### src/rtl/if_id_skid_stage.sv
// IF/ID pipeline register with valid/ready handshake and a one-entry skid buffer.
// Flush beats hold; empty or flushed stage drives NOP; saturating stall/flush counters.
module if_id_skid_stage #(
  parameter int                 INSTR_W   = 32,
  parameter int                 PC_W      = 32,
  parameter logic [INSTR_W-1:0] NOP_INSTR = {INSTR_W{1'b0}},
  parameter int                 CNT_W     = 16
) (
  input  logic               clk,
  input  logic               rst,
  input  logic               in_valid,
  output logic               in_ready,
  input  logic [INSTR_W-1:0] instrIn,
  input  logic [PC_W-1:0]    PCplus4,
  input  logic               hold,
  input  logic               IF_flush,
  output logic               out_valid,
  input  logic               out_ready,
  output logic [INSTR_W-1:0] instrOut,
  output logic [PC_W-1:0]    PCplus4Out,
  output logic [CNT_W-1:0]   stall_cnt,
  output logic [CNT_W-1:0]   flush_cnt
);

  // bit0 = main entry valid, bit1 = skid entry valid
  typedef enum logic [1:0] {
    EMPTY = 2'b00,
    ONE   = 2'b01,
    FULL  = 2'b11
  } occ_e;

  occ_e               state, state_n;
  logic [INSTR_W-1:0] instr_q, instr_n;
  logic [PC_W-1:0]    pc_q, pc_n;
  logic [INSTR_W-1:0] skid_instr, skid_instr_n;
  logic [PC_W-1:0]    skid_pc, skid_pc_n;
  logic               skid_valid;
  logic               in_fire;
  logic               out_fire;
  logic               stall_ev;
  logic               flush_ev;

  assign out_valid  = state[0];
  assign skid_valid = state[1];
  assign in_ready   = ~state[1];
  assign instrOut   = instr_q;
  assign PCplus4Out = pc_q;

  assign in_fire  = in_valid & in_ready;
  assign out_fire = out_valid & out_ready & ~hold;
  assign stall_ev = out_valid & ~out_fire;
  assign flush_ev = IF_flush & (out_valid | skid_valid);

  always_comb begin
    state_n      = state;
    instr_n      = instr_q;
    pc_n         = pc_q;
    skid_instr_n = skid_instr;
    skid_pc_n    = skid_pc;
    if (IF_flush) begin
      state_n = EMPTY;
      instr_n = NOP_INSTR;
      pc_n    = PCplus4;
    end else begin
      unique case (state)
        EMPTY: begin
          if (in_fire) begin
            state_n = ONE;
            instr_n = instrIn;
            pc_n    = PCplus4;
          end
        end
        ONE: begin
          if (in_fire && out_fire) begin
            instr_n = instrIn;
            pc_n    = PCplus4;
          end else if (in_fire) begin
            state_n      = FULL;
            skid_instr_n = instrIn;
            skid_pc_n    = PCplus4;
          end else if (out_fire) begin
            state_n = EMPTY;
            instr_n = NOP_INSTR;
          end
        end
        FULL: begin
          if (out_fire) begin
            state_n = ONE;
            instr_n = skid_instr;
            pc_n    = skid_pc;
          end
        end
        default: state_n = EMPTY;
      endcase
    end
  end

  always_ff @(posedge clk or posedge rst) begin
    if (rst) begin
      state      <= EMPTY;
      instr_q    <= NOP_INSTR;
      pc_q       <= '0;
      skid_instr <= '0;
      skid_pc    <= '0;
    end else begin
      state      <= state_n;
      instr_q    <= instr_n;
      pc_q       <= pc_n;
      skid_instr <= skid_instr_n;
      skid_pc    <= skid_pc_n;
    end
  end

  always_ff @(posedge clk or posedge rst) begin
    if (rst) begin
      stall_cnt <= '0;
      flush_cnt <= '0;
    end else begin
      if (stall_ev && (stall_cnt != {CNT_W{1'b1}}))
        stall_cnt <= stall_cnt + 1'b1;
      if (flush_ev && (flush_cnt != {CNT_W{1'b1}}))
        flush_cnt <= flush_cnt + 1'b1;
    end
  end

endmodule

### config.mk
export PLATFORM = sky130hd
export DESIGN_NAME = if_id_skid_stage
export DESIGN_NICKNAME = d
export VERILOG_FILES = /design/src/rtl/if_id_skid_stage.sv
export SDC_FILE = /design/constraint.sdc
export NUM_CORES = 1
export LEC_CHECK = 0
export CAP_MARGIN = 25
export CORE_UTILIZATION = 52
export CTS_BUF_LIST = sky130_fd_sc_hd__clkbuf_4
export CTS_CLUSTER_DIAMETER = 50
export DETAILED_ROUTE_END_ITERATION = 10
export GPL_TIMING_DRIVEN = 0
export PLACE_DENSITY = 0.82
export SLEW_MARGIN = 10
export SYNTH_ARGS = -nofsm -noshare
export SYNTH_HDL_FRONTEND = slang
export SYNTH_SLANG_ARGS = --single-unit
### constraint.sdc
create_clock -name clk -period 6.5 [get_ports clk]
set_clock_uncertainty 0.15 [all_clocks]
set_input_delay 1.3 -clock clk [delete_from_list [all_inputs] [get_ports clk]]
set_output_delay 1.3 -clock clk [all_outputs]
set_load 0.01 [all_outputs]
* Yosys cells after proc, flatten, opt, wreduce, memory -nomap -nowiden *
Cells that the tools add are included.

operators by class
  shifts and indexed selects = 0
  multiplexer cells = 19
  magnitude comparators = 0
  divide/modulo/power cells = 0
  equal/unequal tests = 11
  $mul = 0
  add/sub/neg operators = 2
  reduce and logical (&&, ||, !) cells = 9
  bitwise operators = 11

operators by type and width
  operator                                                               number
  32-bit 2-to-1 mux                                                      10
  32-bit one-hot mux with 3 select lines                                 2
  16-bit by 1-bit adder with 16-bit output, second input constant        2
  16-bit inequality test, second input constant                          2
  2-bit 2-to-1 mux                                                       6
  3-bit inequality test, second input constant                           4
  4-bit inequality test, second input constant                           3
  4-bit AND reduction                                                    3
  2-bit one-hot mux with 3 select lines                                  1
  1-bit AND                                                              5
  1-bit inverter                                                         5
  5-bit AND reduction                                                    1
  4-bit nonzero test                                                     1
  1-bit logical AND                                                      3
  2-bit by 1-bit equality test with 1-bit output, second input constant  1
  2-bit equality test, second input constant                             1
  2-bit zero test                                                        1
  1-bit OR                                                               1

storage, ports and cells
  register bits = 162
  latch bits = 0
  output and inout port bits = 98
  memory bits (read-only) = 0
  bits in writable memories = 0
  logic and storage cells = 59
  memories kept = 0
  bits of input ports = 70

* Depth between registers and ports, before layout *
Gate-level depths: netlist of run 1.

  depth after elaboration = 7
  gate-level depth with buffers = 9

* Worst setup path after synthesis of run 1 *
Ideal clock, no wire load.

  path type = input to register
  start = input in_valid
  end = register pc_q[0] (netlist: PCplus4Out[0])
  path buffers = 2
  arrival = 2.611 ns
  stages on the path = 6
  slack = 3.614 ns
  library setup time = 0.125 ns
  cells stage by stage = or2b_2 > nor3_2 > or4_1 > buf_6 > buf_12 > mux2_4

on the way
  cells in the longest elaborated chain, start to end = 4
  elaborated cells on any way between the ends = 5
  those cells by class = eq/ne (2); bitwise (1); reduce/logical (2)

ends and longest elaborated chain
  element                                 line  text
  from (decl)                             11    input logic in_valid,
  1-bit AND *                             49    assign in_fire = in_valid & in_ready;
  1-bit logical AND                       74    if (in_fire && out_fire) begin
  3-bit inequality test (no source line)  -
  4-bit AND reduction (no source line) *  -
  to (signal assigned)                    108   pc_q <= pc_n;
  to (decl)                               34    logic [PC_W-1:0] pc_q, pc_n;

Every way passes the cells marked *; elsewhere a longest branch is shown, timed or not.
A chain may end at the register's enable or synchronous reset.

* Worst setup path after layout of run 1 *
  start = input IF_flush
  end = register pc_q[29] (netlist: PCplus4Out[29])

on the way
  cells in the longest elaborated chain, start to end = 2
  elaborated cells on any way between the ends = 6
  those cells by class = eq/ne (3); mux (1); reduce/logical (2)

ends and longest elaborated chain
  element                                                                              line  text
  from (decl)                                                                          16    input logic IF_flush,
  3-bit inequality test (no source line) / 4-bit nonzero test (equally long branches)  -
  4-bit AND reduction (no source line)                                                 -

Several ways; a longest one is shown, not always the timed one.

==> results of run 1 <==
## synth_stat cells (all sizes together) (2+ instances only)
| cell | instances |
|---|---|
| nor4 | 8 |
| nor3b | 3 |
| o2bb2ai | 32 |
| buf | 18 |
| and4 | 5 |
| xnor2 | 8 |
| clkbuf | 10 |
| nand3b | 2 |
| mux2i | 2 |
| nand3 | 10 |
| or4 | 2 |
| nand2b | 2 |
| nor3 | 8 |
| and3 | 5 |
| mux2 | 130 |
| dfrtp | 162 |
| nand2 | 16 |
| xor2 | 19 |
| a21oi | 5 |
| inv | 8 |
| and2 | 3 |
| nor4b | 4 |
| a22oi | 32 |
| nor2 | 10 |
| o311ai | 2 |
| ha | 6 |
| o41ai | 2 |
| nand4 | 7 |
## worst min-delay path by stage
stage	from	to	slack, ps	depth (start not counted)
after floorplan	skid_pc[31]	skid_pc[31]	330	1
after global placement	instrOut[31]	instrOut[31]	320	1
after detailed placement	instrOut[24]	instrOut[24]	320	1
after CTS	stall_cnt[13]	stall_cnt[13]	350	1
after global routing	flush_cnt[7]	flush_cnt[7]	370	1
final	stall_cnt[13]	stall_cnt[13]	350	1
## cell type report
type | instances | area share [%]
Tap cell | 180 | 2.35
Clock inverter | 12 | 1.46
Inverter | 8 | 0.392
Buffer | 28 | 1.87
Clock buffer | 19 | 1.49
Multi-Input combinational cell | 335 | 32.3
Timing Repair Buffer | 168 | 17.8
Sequential cell | 162 | 42.4
## kinds of logic after synthesis
logic type | synth area share [%]
flops | 55.1
mux | 21.7
simple gates | 7.30
compound gates | 8.78
buf+inv | 2.84
xor+xnor | 3.22
fa+ha+maj | 1.02
## worst max-delay path: stages
cell             delay [ps]
clkdlybuf4s50_1         610
inv_1                   160
nand2_1                 230
buf_1                   520
mux2_2                  400
mux2_4                  260
## stage by stage
step                      setup slack (ps)  instances  total power [W]  setup TNS, ps
after floorplan                        673        533          0.00226              0
after global placement               -1240        880          0.00274        -198950
after detailed placement              2760        881          0.00282              0
after CTS                             3300        912          0.00343              0
after global routing                  3240        912          0.00359              0
final                                 3300        912          0.00340              0
## where the power goes
part / internal, W / switching, W / total, W
registers: 0.00135 / 0.000221 / 0.00157
logic: 0.000703 / 0.000516 / 0.00122
clock network: 0.000269 / 0.000337 / 0.000606
total: 0.00232 / 0.00107 / 0.00340
## metal layers
layer	vias up	part of all wire, %	GRT usage, %
met4	0	2.3	9.57
met5	-	0	0
li1	2365	-	-
met2	140	51	39.9
met3	27	3.6	4.79
met1	2603	43	29.7
## state kept, by name (all words and copies together) (netlist names)
name	cells
instrOut	32
PCplus4Out	32
state	2
skid_pc	32
skid_instr	32
stall_cnt	16
flush_cnt	16
==> results.yml, run 1 <==
grt:
  grt_overflow: 0
  grt_pass1_wl_um: 26800
  grt_pass1_vias: 5316
  grt_antenna_before_repair: 0
  grtUsageTotal_pct: 23.6
  grt_start_max_net_pins: 89
synth:
  synth_ff_type: "dfrtp_1"
  yosysSeqAreaShare_pct: 55.1
  synth_area_leaders: "dfrtp_1 (55%), mux2_2 (15%), mux2_4 (6.1%), o2bb2ai_1 (3.8%), a22oi_1 (3.3%)"
  ys_types: 49
  avgSynthCellArea_um2: 13.8
  synth-seq-cells: 162
  synth-async-reset-ratio_pct: 100
  netlist.area_leader.share_pct: 55.1
  yosys_warnings: 0
  syn-cell-area_um2: 7350
  synth_edf_count: 0
  netlist_instances: 533
  synth_nets: 609
  yosysTopAreaCell: "dfrtp_1"
cts:
  htree_levels: 4
  clock-root-buffer: "clkbuf_4"
  insertion_delay_ps: 540
  postCtsSetupBuffers: 0
  cts_hold_buf: 0
  path_clk_slew_ps: 120
  cts_resized: 0
  cts_tree: "yes"
  cts.sinks: 162
  numCtsBuffers: 17
  clock_path_buffers: 2
route:
  wl_um: 16600
  drc_errors: 0
  num_vias: 5135
  wl_per_cell_um: 18.2
  vias_per_cell: 5.63
  first_pass_iters: 4
  drtIter0Drc: 219
  detail-route-antenna-nets: 0
setup_path:
  worstPathMaxFanout: 10
  timing.rr.start: "state[1]"
  ff2ff_path_depth: 7
  rrSetupSlack_ps: 3910
  cp-start-kind: "primary input"
  cp.arrival_ps: 3480
  critical_path.endpoint: "PCplus4Out[29]"
  cp.required_ps: 6780
  critPathLaunch: "IF_flush"
  endpoint_kind: "flip-flop"
  r2r-end: "instrOut[9]"
  path_class: "primary input to flip-flop"
placed_design:
  port_buffers: 167
  placed_cell_area_um2: 9290
  dp_hpwl_um: 11900
  gp_congestion: 0.842
die:
  fp.dieH_um: 121
  initial_core_util_pct: 53.2
  die_w_um: 121
  die_area_um2: 14600
  ios: 168
  core_area_um2: 13800
  num_rows: 43
final_layout:
  antennaDiodeCount: 0
  syn2layout_area_growth_pct: 30.1
  nets: 796
  multi_input_area_um2: 3090
  layout-drive-gt1-share_pct: 24.9
  nFillCells: 960
  regArea_um2: 4050
  post-route-util_pct: 69.2
  stdcell_area_um2: 9570
  layout_commonest_cell: "clkdlybuf4s50_1"
  mostFrequentLayoutCells: "clkdlybuf4s50_1 (167), dfrtp_1 (162), mux2_2 (100)"
status:
  outcome: "finished, final reports clean"
min_path:
  hold_path.class: "flip-flop to flip-flop"
timing:
  hold_slack_ps: 350
  post-route-period-util_pct: 49.3
  report.final.slew_viol_count: 0
  fin_crit_ps: 3200
  setup_viol: 0
  worstMarginPinSlew_ps: 876
  finalHoldViolations: 0
  fmax_mhz: 312
  rsz0062_at_grt: "no"
  maxSlewHeadroom_pct: 40.1
pwr:
  power_density_nw_per_um2: 355
  ir_drop_uv: 198
  power_leakage_nw: 4.17
flow_run:
  cap_violations: 0
Power figures use the tool's default switching activity.
==> inputs of run 2 (changes only) <==
--- a/config.mk
+++ b/config.mk
@@ -6,12 +6,12 @@
 export NUM_CORES = 1
 export LEC_CHECK = 0
 export CAP_MARGIN = 25
-export CORE_UTILIZATION = 52
+export CORE_UTILIZATION = 47
 export CTS_BUF_LIST = sky130_fd_sc_hd__clkbuf_4
 export CTS_CLUSTER_DIAMETER = 50
 export DETAILED_ROUTE_END_ITERATION = 10
 export GPL_TIMING_DRIVEN = 0
-export PLACE_DENSITY = 0.82
+export PLACE_DENSITY = 0.79
 export SLEW_MARGIN = 10
 export SYNTH_ARGS = -nofsm -noshare
 export SYNTH_HDL_FRONTEND = slang
==> constraint.sdc (replaced) <==
create_clock -name clk -period 2.6 [get_ports clk]
set_clock_uncertainty 0.15 [all_clocks]
set_input_delay 0.52 -clock clk [delete_from_list [all_inputs] [get_ports clk]]
set_output_delay 0.52 -clock clk [all_outputs]
set_load 0.01 [all_outputs]
==> results.yml, run 2 (synthesis results as in run 1) <==
cts:
  numCtsBuffers: 17
  htree_levels: 4
  cts_hold_buf: 0
  cts_tree: "yes"
  clock-root-buffer: "clkbuf_4"
  clock_path_buffers: 2
  cts.sinks: 162
  path_clk_slew_ps: 130
  insertion_delay_ps: 560
timing:
  rsz0062_at_grt: "no"
  fmax_mhz: 405
  fin_crit_ps: 2470
  maxSlewHeadroom_pct: 56.5
  post-route-period-util_pct: 95.1
  fin_ws_ps: 128
  worstMarginPinSlew_ps: 647
  finalHoldViolations: 0
  report.final.slew_viol_count: 0
  setup_viol: 0
placed_design:
  port_buffers: 167
  dp_cells: 915
  dp_worst_setup_slack_ps: -364
  gp_congestion: 0.817
  dp_hpwl_um: 11900
setup_path:
  path_delay_family: "buffers and inverters"
  crit_path_top_delay_cell: "dfrtp_1"
  cp.arrival_ps: 2780
  critPathLaunch: "state[1]"
  r2r-end: "skid_instr[10]"
  critical_path.endpoint: "skid_instr[10]"
  rrSetupSlack_ps: 130
  ff2ff_path_depth: 7
  timing.rr.start: "state[1]"
  max_stage_delay_ps: 450
  path_cells: "inv_1 -> ha_2 -> nand3b_1 -> nor3b_1 -> buf_4 -> buf_2 -> mux2_2"
  path_class: "flip-flop to flip-flop"
  crit_cells: 7
  worstPathMaxFanout: 10
  endpoint_kind: "flip-flop"
  cp-start-kind: "flip-flop"
  cp.required_ps: 2910
  cp.buffers_inverters: 3
route:
  wl_um: 16500
  vias_per_cell: 5.45
  detail-route-antenna-nets: 0
  drc_errors: 0
  num_vias: 5167
  drtIter0Drc: 295
  wl_per_cell_um: 17.4
  first_pass_iters: 5
die:
  initial_core_util_pct: 48.2
  die_w_um: 127
  die_area_um2: 16100
  core_area_um2: 15300
  num_rows: 45
  fp.dieH_um: 127
  ios: 168
grt:
  grt_overflow: 0
  grtUsageTotal_pct: 21.3
  grt_antenna_before_repair: 1
  grt_start_max_net_pins: 41
  grt_pass1_vias: 5328
  grt_pass1_wl_um: 26700
pwr:
  power_density_nw_per_um2: 883
  p_total_w: 0.00856
  power_leakage_nw: 4.21
  ir_drop_uv: 472
final_layout:
  mostFrequentLayoutCells: "clkdlybuf4s50_1 (167), dfrtp_1 (162), mux2_2 (100)"
  nets: 799
  layout-drive-gt1-share_pct: 26.1
  layout_commonest_cell: "clkdlybuf4s50_1"
  final_cells: 948
  syn2layout_area_growth_pct: 31.9
flow_run:
  cap_violations: 0
status:
  outcome: "finished, final reports clean"
min_path:
  hold_path.class: "primary input to asynchronous set/reset pin"
run 2: routing by layer:
layer,part of all wire [%],vias up,global-route usage [%]
met1,44,2595,27.4
li1,-,2367,-
met4,2.1,0,9.10
met2,49,179,34.5
met3,5.2,26,5.15
met5,0,-,0
run 2: per-stage QoR:
stage	hold WS [ps]	cell area, um2	TNS, ps	utilization [%]
floorplan	327	7360	-20540	-
global placement	323	9290	-229700	60.9
detailed placement	322	9370	-16180	61.4
CTS	174	9670	0	63.4
global route	217	9700	0	63.6
finish	208	9700	0	63.6
run 2: worst min path at each step:
stage,to
after floorplan,skid_pc[31]
after global placement,instrOut[30]
after detailed placement,instrOut[28]
after CTS,stall_cnt[8]
after global routing,flush_cnt[11]
final,stall_cnt[8]
run 2: timing repair:
item | in CTS | in global routing
endpoints found under the hold margin | 0 | 0
setup endpoints to repair | 0 | 91
gates resized for setup | 0 | 12
setup buffers | 0 | 0
run 2: final cells by class:
| cell class | instances | area, um2 |
|---|---|---|
| Fill cell | 1161 | 5560 |
| Multi-Input combinational cell | 335 | 3100 |
| Inverter | 8 | 33.8 |
| Clock buffer | 22 | 165 |
| Timing Repair Buffer | 171 | 1750 |
| Sequential cell | 162 | 4050 |
| Tap cell | 211 | 264 |
| Buffer | 28 | 193 |
| Antenna cell | 1 | 2.50 |
| Clock inverter | 10 | 133 |
run 2: power by group:
part / internal [W] / switching, W
Sequential: 0.00338 / 0.000559
Combinational: 0.00178 / 0.00128
Clock: 0.000717 / 0.000855
Total: 0.00587 / 0.00269
==> patch 1 (config.mk and constraints of run 1) <==
Reset style: synchronous (`rst`), changed in 2 clocked blocks.
--- a/src/rtl/if_id_skid_stage.sv
+++ b/src/rtl/if_id_skid_stage.sv
@@ -95,7 +95,7 @@
     end
   end
 
-  always_ff @(posedge clk or posedge rst) begin
+  always_ff @(posedge clk) begin
     if (rst) begin
       state      <= EMPTY;
       instr_q    <= NOP_INSTR;
@@ -111,7 +111,7 @@
     end
   end
 
-  always_ff @(posedge clk or posedge rst) begin
+  always_ff @(posedge clk) begin
     if (rst) begin
       stall_cnt <= '0;
       flush_cnt <= '0;
Formal check against the unedited RTL: differs if rst is asserted again (counterexample within 4 cycles, from zero or initial values and one cycle with rst high); with rst held inactive, the same outputs for 4 cycles.
==> patch 1 against run 1 <==
- core utilization grew 0.92 points
- die area shrank 2.5%
- first-iteration DRC count grew to 2.6 times the old value
- final area shrank 2.2%
- final cell count grew 33%
- worst setup slack gained 6.4 ps
- sequential cell count is the same
- sequential share of layout area shrank 7.7 points
- wire length grew 11%
- area after synthesis shrank 2.5%
- critical path type unchanged
- largest cell class is now multi-input gates
Power is not compared: it rests on default switching activity, and its combinational part moved more than twofold at a synthesized area within 25%.
==> patch 1: results (changes against run 1) <==
* Share of cells above drive strength 1 at 0.0837 (was 0.249)
* Final HPWL DP at 13100 um (was 11900 um)
* Wl on met1 at 8330 um (was 7100 um)
* CP peak stage delay at 480 ps (was 610 ps)
* Register-to-Register Path Depth at 9 (was 7)
* Arr. time, crit path at 3550 ps (was 3480 ps)
* Vias in the first global route at 6087 (was 5316)
* Drt first pass iters at 5 (was 4)
* Post-synthesis cell type count at 51 (was 49)
* Multiplexer area fraction after synthesis at 0.107 (was 0.217)
* Worst reg2reg path startpoint: state[0] (was state[1])
* Register area share after synthesis at 0.453 (was 0.551)
* Synth Area in Compound Gates at 0.159 (was 0.0878)
* Post-Synthesis Net Count at 918 (was 609)
* Metal3 WL at 1120 um (was 602 um)
* Worst r2r dst: flush_cnt[14] (was instrOut[9])
* Hold WS at 312 ps (was 350 ps)
* Post-synthesis xor/xnor area fraction at 0.00122 (was 0.0322)
* First-pass GRT wire length at 29800 um (was 26800 um)
* Hold endpoint: skid_pc[20] (was stall_cnt[13])
* Ys async rst share at 0 (was 1.00)
* Initial DRC Count at 578 (was 219)
* Outcome: finished clean (unchanged)
* Synth top cells by count: dfxtp_1, nand2_1, a21oi_1 (was dfrtp_1, mux2_2, a22oi_1, o2bb2ai_1, mux2_4)
* Largest net degree at the start of global routing at 17 (was 89)
* Total global-route track usage at 0.261 (was 0.236)
* Initial antenna violation count at 1 (was 0)
* Area contributors post-synth: dfxtp_1, nand2_1, a21oi_1 (was dfrtp_1, mux2_2, mux2_4)
* Gpl congestion at 0.815 (was 0.842)
* Clk Latency, worst-skew pair at 570 ps (was 540 ps)
* Worst-Margin Slew at 671 ps (was 876 ps)
* Worst hold path startpoint: skid_pc[20] (was stall_cnt[13])
-- patch 1: changes by cell type after synthesis, moves of 40 or more --
| cell | delta |
|---|---|
| a21oi_1 | +81 |
| nor2_1 | +68 |
| o21ai_0 | +40 |
| mux2_2 | -62 |
| dfrtp_1 | -162 |
| nand2_1 | +131 |
| dfxtp_1 | +162 |
-- patch 1: cells by family (layout without fill, tap and decap cells) --
group,after synthesis,in the layout
buf+inv,70,267
flops,162,162
xor+xnor,1,1
other cells,0,1
fa+ha+maj,6,6
compound gates,187,187
mux,72,72
simple gates,344,344
-- patch 1: power by group through the flow --
stage	registers [mW]	clock network (mW)	logic (mW)
3_5_place_dp	1.07	0	0.293
6_report	1.05	0.651	0.293
5_1_grt	1.06	0.706	0.318
4_1_cts	1.05	0.665	0.294
3_3_place_gp	1.07	0	0.290
2_1_floorplan	1.08	0	0.129
-- patch 1: worst max-delay path by stage --
stage,from,endpoint,slack (ps),depth (start not counted)
after floorplan,hold,stall_cnt[14],3620,5
after global placement,hold,PCplus4Out[26],2760,7
after detailed placement,hold,skid_pc[26],2720,8
after CTS,hold,skid_instr[6],3320,8
after global routing,hold,skid_instr[30],3130,8
final,hold,skid_pc[10],3300,8
-- patch 1: area by class of cell --
class / count / area [sq um]
diodes: 1 / 2.50
well taps: 176 / 220
inverters: 7 / 26.3
fillers: 1095 / 3990
repair buffers: 166 / 1660
plain buffers: 63 / 253
clock buffers: 19 / 143
clock inverters: 12 / 165
flip-flops and latches: 162 / 3240
multi-input cells: 610 / 3640
-- patch 1: routing by layer --
metal,vias to the layer above,global-route usage
met1,3132,0.346
met5,-,0
li1,3348,-
met4,0,0.0773
met3,20,0.0675
met2,229,0.417
-- patch 1: through the flow --
| step | power, mW | utilization | cells | worst slack, ps | instance area [sq um] |
|---|---|---|---|---|---|
| finish | 1.99 | 0.701 | 1216 | 3300 | 9360 |
| global route | 2.08 | 0.701 | 1216 | 3130 | 9360 |
| CTS | 2.01 | 0.701 | 1215 | 3320 | 9360 |
| detailed placement | 1.36 | 0.678 | 1184 | 2720 | 9050 |
| global placement | 1.36 | 0.678 | 1184 | 2760 | 9050 |
| floorplan | 1.21 | - | 842 | 3620 | 7170 |
-- patch 1: worst min-delay path, cell delays in order (launching register included) --
cell,delay (ps)
dfxtp_1,330
nand2_1,50
a21oi_1,50
==> patch 2 (config.mk and constraints of run 1) <==
Without the edit above. `CNT_W`: 16 -> 24.
--- a/src/rtl/if_id_skid_stage.sv
+++ b/src/rtl/if_id_skid_stage.sv
@@ -4,7 +4,7 @@
   parameter int                 INSTR_W   = 32,
   parameter int                 PC_W      = 32,
   parameter logic [INSTR_W-1:0] NOP_INSTR = {INSTR_W{1'b0}},
-  parameter int                 CNT_W     = 16
+  parameter int                 CNT_W     = 24
 ) (
   input  logic               clk,
   input  logic               rst,
Interface: changed (resized flush_cnt and stall_cnt); port bits go from 168 to 184. The function was not compared with the original's and may differ.
==> patch 2 against run 1 <==
- sequential cell count grew 16
- final area increased by 5.8%
- combinational power is 22% higher
- non-clock buffer count is 24 higher
- area after synthesis up 5.9%
- via count up 17%
- fmax fell by 5.5%
- synthesized cell count up 24%
- worst setup slack got worse by 190 ps
- power is 12% higher
- wire length is 13% higher
- critical path type unchanged
- critical endpoint is now skid_instr[28]
- largest cell class unchanged
==> patch 2: results (changes against run 1) <==
* Outcome: finished clean (unchanged)
* Clk buf depth at 2 (unchanged)
* Worst r2r dst: PCplus4Out[1] (was instrOut[9])
* Hold WS at 372 ps (was 350 ps)
* Gpl congestion at 0.911 (was 0.842)
* Drt first pass iters at 4 (unchanged)
* Max layer used: met4 (unchanged)
* Post-CTS setup buffer count at 0 (unchanged)
* Initial DRC Count at 345 (was 219)
* Worst-Margin Slew at 832 ps (was 876 ps)
* Area contributors post-synth: dfrtp_1, mux2_2, mux2i_1 (was dfrtp_1, mux2_2, mux2_4)
* Post-synthesis cell type count at 48 (was 49)
* Static leakage at 4.42 nW (was 4.17 nW)
* Sw Pwr at 1.34 mW (was 1.07 mW)
* CTS clock-pin slew for the worst setup and hold paths at 140 ps (was 120 ps)
* Met2 routed WL at 9600 um (was 8530 um)
* Ys async rst share at 1.00 (unchanged)
* Reg-to-reg setup timing slack at 3500 ps (was 3910 ps)
* Register area share after synthesis at 0.572 (was 0.551)
* Register-to-Register Path Depth at 8 (was 7)
* WL per Instance at 17.7 um (was 18.2 um)
* Filler cells at 1039 (was 960)
* Avg Inst Size Synth at 11.7 sq um (was 13.8 sq um)
* Synthesis Warnings at 0 (unchanged)
* Final HPWL DP at 13500 um (was 11900 um)
* NumNets Final at 942 (was 796)
* Post_cts resized at 0 (unchanged)
* Largest net degree at the start of global routing at 106 (was 89)
* Wl on met1 at 7770 um (was 7100 um)
* Arr. time, crit path at 3720 ps (was 3480 ps)
* Clk Latency, worst-skew pair at 570 ps (was 540 ps)
* Post-DP Area at 9880 sq um (was 9290 sq um)
* Initial antenna violation count at 1 (was 0)
* Syn-to-layout area delta at 30.1% (about the same)
* # port buffers at 183 (was 167)
* Synth top cells by count: dfrtp_1, nor2_1, mux2_2 (was dfrtp_1, mux2_2, a22oi_1, o2bb2ai_1, mux2_4)
* H-Tree Depth at 4 (unchanged)
* Total global-route track usage at 0.254 (was 0.236)
* Post-Synthesis Net Count at 739 (was 609)
* Share of cells above drive strength 1 at 0.131 (was 0.249)
* Worst setup path startpoint: in_valid (was IF_flush)
* DP Cell Count at 1031 (was 881)
* Critical-path maximum fanout at 10 (unchanged)
* Crit path capture: skid_instr[28] (was PCplus4Out[29])
* HP Class: reg -> reg (unchanged)
* Clk root buf: clkbuf_4 (unchanged)
* Via density at 5.67 (was 5.63)
* Number of CTS-inserted buffers at 17 (unchanged)
* Vias post-DR at 6022 (was 5135)
* First-pass GRT wire length at 31500 um (was 26800 um)
* Peak VDD IR at 0.000257 V (was 0.000198 V)
* Metal3 WL at 1000 um (was 602 um)
* Worst reg2reg path startpoint: state[0] (was state[1])
* Vias in the first global route at 6316 (was 5316)
==> patch 2: cell families (layout without fill, tap and decap cells) <==
| kind of cell | Yosys count | in the layout | share of synthesized area |
|---|---|---|---|
| AND/OR/NAND/NOR | 212 | 212 | 0.136 |
| flip-flops | 178 | 178 | 0.572 |
| multiplexers | 100 | 100 | 0.140 |
| AO/OA/AOI/OAI | 83 | 83 | 0.0727 |
| XOR/XNOR | 42 | 42 | 0.0473 |
| buffers and inverters | 42 | 257 | 0.0222 |
| adder cells (fa/ha/maj) | 6 | 6 | 0.00964 |
| other | 0 | 1 | 0 |
==> patch 2: worst min-delay path by stage <==
| stage | startpoint | endpoint | cells past startpoint |
|---|---|---|---|
| CTS | flush_cnt[7] | flush_cnt[7] | 1 |
| detailed placement | skid_pc[25] | skid_pc[25] | 1 |
| finish | flush_cnt[7] | flush_cnt[7] | 1 |
| floorplan | skid_pc[31] | skid_pc[31] | 1 |
| global route | skid_pc[30] | skid_pc[30] | 1 |
| global placement | flush_cnt[7] | flush_cnt[7] | 1 |
==> patch 2: worst max-delay path, cell delays in order <==
cell             delay [ps]
clkdlybuf4s50_1         470
nor2b_1                 330
nand2_1                 180
nor3_2                  660
buf_2                   390
mux2_2                  380
==> patch 2: routing by layer <==
metal	vias to the layer above	GRT usage
met1	3040	0.316
met4	0	0.106
met3	30	0.0619
met2	166	0.422
li1	2786	-
met5	-	0
==> patch 2: per-stage QoR <==
| step | setup WS [ps] | power [mW] |
|---|---|---|
| after floorplan | 220 | 2.54 |
| after global placement | -1760 | 3.15 |
| after detailed placement | 2470 | 3.25 |
| after CTS | 3070 | 3.82 |
| after global routing | 2960 | 4.05 |
| final | 3110 | 3.80 |
==> patch 2: power by group through the flow <==
stage / Clock [mW] / Combinational (mW) / Sequential (mW)
global route: 0.625 / 1.62 / 1.80
global placement: 0 / 1.42 / 1.74
floorplan: 0 / 0.750 / 1.79
CTS: 0.580 / 1.49 / 1.75
detailed placement: 0 / 1.49 / 1.77
finish: 0.564 / 1.49 / 1.75
==> patch 2: final cells by class <==
class                      count  area share
antenna                        1    0.000247
buffer                        36      0.0148
clock buffer                  17      0.0126
clock inverter                14      0.0115
inverter                       6     0.00297
multi-input combinational    443       0.312
sequential                   178       0.440
tap                          184      0.0227
timing repair buffer         184       0.184
